<file path="config.mk">
export PLATFORM = sky130hd
export DESIGN_NAME = dti_rr_arbiter
export DESIGN_NICKNAME = d
export VERILOG_FILES = /design/src/rtl/dti_rr_arbiter.sv
export SDC_FILE = /design/constraint.sdc
export NUM_CORES = 1
export LEC_CHECK = 0
export BUFFER_PORTS_ARGS = -buffer_cell sky130_fd_sc_hd__buf_2
export CAP_MARGIN = 5
export CORE_AREA = 2 2 129 131
export CTS_CLUSTER_SIZE = 40
export DETAILED_ROUTE_END_ITERATION = 8
export DIE_AREA = 0 0 131 133
export PLACE_DENSITY = 0.7
export SETUP_SLACK_MARGIN = 0.02
export SKIP_CTS_REPAIR_TIMING = 1
export SYNTH_ARGS = -nofsm -noshare
export SYNTH_HDL_FRONTEND = slang
export SYNTH_SLANG_ARGS = --single-unit
</file>
<file path="constraint.sdc">
create_clock -name clk -period 3.35 [get_ports clk]
set_input_delay 0.67 -clock clk [delete_from_list [all_inputs] [get_ports clk]]
set_output_delay 0.67 -clock clk [all_outputs]
set_load 0.01 [all_outputs]
</file>
<file path="src/rtl/dti_rr_arbiter.sv">
// N-way round-robin merge of DTI producer channels onto one registered consumer channel.
// With LOCK_EOT=1 a multi-item transaction keeps the grant until its eot item is forwarded.
module dti_rr_arbiter #(
   parameter int N        = 4,
   parameter int W_DATA   = 64,
   parameter int LOCK_EOT = 0,
   parameter int W_IDX    = $clog2(N)
) (
   input  logic                clk,
   input  logic                rst,
   input  logic [N*W_DATA-1:0] din_data,
   input  logic [N-1:0]        din_valid,
   output logic [N-1:0]        din_ready,
   output logic [W_DATA-1:0]   dout_data,
   output logic                dout_valid,
   input  logic                dout_ready,
   output logic [W_IDX-1:0]    dout_idx
);

   typedef enum logic {
      IDLE,
      LOCKED
   } state_t;

   state_t            state;
   state_t            state_nxt;
   logic [W_IDX-1:0]  ptr;
   logic [W_IDX-1:0]  ptr_nxt;
   logic [W_IDX-1:0]  lock_idx;
   logic [W_IDX-1:0]  lock_idx_nxt;
   logic [W_IDX-1:0]  hi_idx;
   logic [W_IDX-1:0]  lo_idx;
   logic              hi_found;
   logic              lo_found;
   logic [W_IDX-1:0]  rr_idx;
   logic              rr_found;
   logic [W_IDX-1:0]  grant_idx;
   logic              grant_valid;
   logic [W_DATA-1:0] grant_data;
   logic              grant_eot;
   logic              load_en;
   logic              xfer;

   if (N < 2) begin : g_check_n
      $error("dti_rr_arbiter: N must be at least 2");
   end

   if (LOCK_EOT != 0 && W_DATA < 1) begin : g_check_w
      $error("dti_rr_arbiter: LOCK_EOT needs W_DATA >= 1 to carry the eot bit");
   end

   function automatic logic [W_IDX-1:0] next_idx(input logic [W_IDX-1:0] idx);
      if (idx == W_IDX'(N - 1)) begin
         return '0;
      end
      return idx + W_IDX'(1);
   endfunction

   // Lowest valid index at or above ptr wins; otherwise wrap to the lowest valid index overall.
   always_comb begin
      hi_found = 1'b0;
      lo_found = 1'b0;
      hi_idx   = '0;
      lo_idx   = '0;
      for (int i = N - 1; i >= 0; i--) begin
         if (din_valid[i]) begin
            lo_found = 1'b1;
            lo_idx   = W_IDX'(i);
            if (i >= int'(ptr)) begin
               hi_found = 1'b1;
               hi_idx   = W_IDX'(i);
            end
         end
      end
      rr_found = lo_found;
      rr_idx   = hi_found ? hi_idx : lo_idx;
   end

   always_comb begin
      if (state == LOCKED) begin
         grant_idx   = lock_idx;
         grant_valid = din_valid[lock_idx];
      end else begin
         grant_idx   = rr_idx;
         grant_valid = rr_found;
      end
      grant_data = '0;
      for (int i = 0; i < N; i++) begin
         if (grant_idx == W_IDX'(i)) begin
            grant_data = din_data[i*W_DATA +: W_DATA];
         end
      end
      grant_eot = grant_data[W_DATA-1];
   end

   assign load_en = !dout_valid || dout_ready;
   assign xfer    = grant_valid && load_en;

   // Ready is gated by reset so producers never see a handshake while the block is held in reset.
   always_comb begin
      din_ready = '0;
      if (xfer && rst) begin
         din_ready[grant_idx] = 1'b1;
      end
   end

   always_comb begin
      state_nxt    = state;
      lock_idx_nxt = lock_idx;
      ptr_nxt      = ptr;
      if (xfer) begin
         ptr_nxt = next_idx(grant_idx);
         case (state)
            IDLE: begin
               if (LOCK_EOT != 0 && !grant_eot) begin
                  state_nxt    = LOCKED;
                  lock_idx_nxt = grant_idx;
               end
            end
            LOCKED: begin
               if (grant_eot) begin
                  state_nxt = IDLE;
               end
            end
            default: state_nxt = IDLE;
         endcase
      end
   end

   always_ff @(posedge clk or negedge rst) begin
      if (!rst) begin
         state    <= IDLE;
         ptr      <= '0;
         lock_idx <= '0;
      end else begin
         state    <= state_nxt;
         ptr      <= ptr_nxt;
         lock_idx <= lock_idx_nxt;
      end
   end

   // Data and index only move on a transfer; a drain clears valid but keeps the last item visible.
   always_ff @(posedge clk or negedge rst) begin
      if (!rst) begin
         dout_valid <= 1'b0;
         dout_data  <= '0;
         dout_idx   <= '0;
      end else if (load_en) begin
         if (xfer) begin
            dout_valid <= 1'b1;
            dout_data  <= grant_data;
            dout_idx   <= grant_idx;
         end else begin
            dout_valid <= 1'b0;
         end
      end
   end

endmodule

</file>
==> results.yml <==
clock_network:
  clockBufferDepth: 2
  htreeDepth: 3
  cts-root-buf: "clkbuf_16"
  cts_buffers: 9
  cts.clk_slew.worst_paths_ps: 60
  clk_latency_ps: 330
  cts_sinks: 70
  cts_tree: "built"
finish:
  n_antenna_cell: 0
  final_core_util_pct: 41.4
  instances_no_fill: 1079
  syn2layout_area_growth_pct: 48.0
  final_layout_size_suffix_gt1_share_pct: 43.1
  fin_nets: 1123
timing:
  holdWs_ps: 434
  post-route-period-util_pct: 83.8
  finalHoldViolCount: 0
  min_period_ps: 2810
  worstMarginPinSlew_ps: 728
  setup_tns_ps: 0
  finalSetupViolations: 0
  fmax_mhz: 356
  finClkSkew_ps: 6.15
  finalMaxSlewViolations: 0
  slew_headroom_pct: 51.5
  rsz0062_at_grt: "no"
global_route:
  grt_max_degree: 75
  grt_overflow: 0
  grt_pass1_vias: 5068
  grt_pass1_wl_um: 24800
  antenna_found_initial: 0
  gr-usage-all-layers_pct: 18.1
critical_path:
  worst-endpoint-arrival_ps: 2140
  r2r_cells: 11
  crit_start: "ptr[1]"
  startpoint_type: "flip-flop"
  ff2ff_setup_slack_ps: 610
  r2r-start: "ptr[1]"
  critical_path_class: "flip-flop to output port"
  cp_data_required_time_ps: 2680
  end_kind: "output port"
  cp-endpoint: "din_ready[0]"
  reg2reg_to: "dout_data[10]"
  worst-path-max-fanout: 6
synthesis:
  ys_ff_latch: 70
  synth_area_leaders: "dfrtp_1 39%, a211o_1 12%, a221oi_1 12%"
  yosys_warnings: 0
  yosys.area.top_type: "dfrtp_1"
  synth-seq-area-share_pct: 38.7
  synth_nets: 821
  yosys-top-cells-count: "70 x dfrtp_1, 68 x nand2_1, 67 x inv_1, 67 x nor2_1"
  synth_ff_type: "dfrtp_1"
  synth_edf_count: 0
  yosysTopAreaCellShare_pct: 38.7
  synthArstFlopShare_pct: 100
  synthCells: 554
  yosysMostFrequentCell: "dfrtp_1"
  syn-mean-instance-area_um2: 8.16
  syn_area_mm2: 0.00452
  yosysUniqueCellTypes: 30
power:
  p_seq_share_pct: 26.7
  power_leakage_nw: 3.45
  power_frac_clock_pct: 16.7
  power_switching_mw: 2.28
  switching_share_pct: 41.7
  combPwrFrac_pct: 56.6
  internal_power_mw: 3.19
  ir_drop_mv: 0.556
  p_total_mw: 5.46
  powerDensity_mw_per_mm2: 816
floorplan:
  core-area_mm2: 0.0162
  die_area_mm2: 0.0174
  die_x_um: 131
  start_util_pct: 28.0
  rows: 47
  io_pins: 334
  chipHeight_um: 133
place:
  gp_congestion: 0.786
  dp_hpwl_um: 12600
  placed_cells: 1065
  port_buffers: 333
detailed_routing:
  ant_nets: 0
  viasPerCell: 4.95
  dr.pass1.iters: 5
  drc: 0
  vias: 5336
  first_iter_violations: 270
  avgRoutedWirePerCell_um: 15.1
  wl_um: 16300
run:
  drv_cap: 0
outcome:
  outcome: "finished clean"
hold_path:
  hold_path.class: "input port to async pin"
-- metrics by stage --
stage                     area (um2)  setup WS [ps]
after floorplan                 4520            393
after global placement          6420            383
after detailed placement        6420            374
after CTS                       6690            520
after global routing            6690            428
final                           6690            543
-- placed cells by master (no fill, tap or decap), types with 9 or more instances in the layout --
master     Yosys  routed
buf_4          0      12
a211o_1       63      63
a31oi_1       63      63
dfrtp_1       70      70
nor2_1        67      67
buf_2         21     332
nand2_1       68      68
clkbuf_16      0       9
inv_1         67      67
a221oi_1      63      63
-- critical path, stage by stage, from the launching register on --
cell and delay, ps:
dfrtp_1 450, o21ba_2 260, nor2_1 40, a311oi_1 250, buf_4 200, inv_1 70, ha_1 210, and3_1 180
buf_2 150
-- final cells by class --
type | instances | area, um2
Inverter | 68 | 255
Clock inverter | 5 | 52.6
Timing Repair Buffer | 347 | 1810
Fill cell | 1638 | 9480
Clock buffer | 9 | 225
Multi-Input combinational cell | 360 | 2320
Sequential cell | 70 | 1750
Tap cell | 220 | 275
-- power by group through the flow --
stage	Clock (mW)	Combinational [mW]	Sequential [mW]
finish	0.913	3.09	1.46
global placement	0	3.08	1.45
CTS	0.958	3.12	1.46
floorplan	0	1.81	1.66
detailed placement	0	3.11	1.47
global route	0.989	3.43	1.52
-- state kept, by name (all words and copies together), names as in the netlist --
name        count
dout_data      64
dout_idx        2
ptr             2
dout_valid      1
state           1
-- how the worst min path moves through the flow --
stage | start | slack, ps | depth (start not counted) | end
floorplan | rst | 370 | 0 | dout_data[0]
finish | rst | 430 | 2 | dout_data[53]
detailed placement | dout_data[63] | 480 | 2 | dout_data[63]
CTS | rst | 450 | 2 | dout_data[53]
global placement | dout_data[63] | 470 | 2 | dout_data[63]
global route | rst | 470 | 2 | dout_data[53]
-- cells by family after synthesis --
logic type / after synthesis / synth area share [%]
AO/OA/AOI/OAI: 205 / 35.6
AND/OR/NAND/NOR: 148 / 12.9
buffers and inverters: 124 / 10.9
flip-flops: 70 / 38.7
adder cells (fa/ha/maj): 4 / 1.11
multiplexers: 3 / 0.719
-- layer usage --
metal	GRT usage [%]	routed length, um	share of wire [%]
met1	20.9	6590	40
met2	32.2	8120	50
met3	4.29	1410	8.6
met4	6.09	218	1.3
met5	0	0	0
No activity file was read; power rests on OpenSTA's default activity.
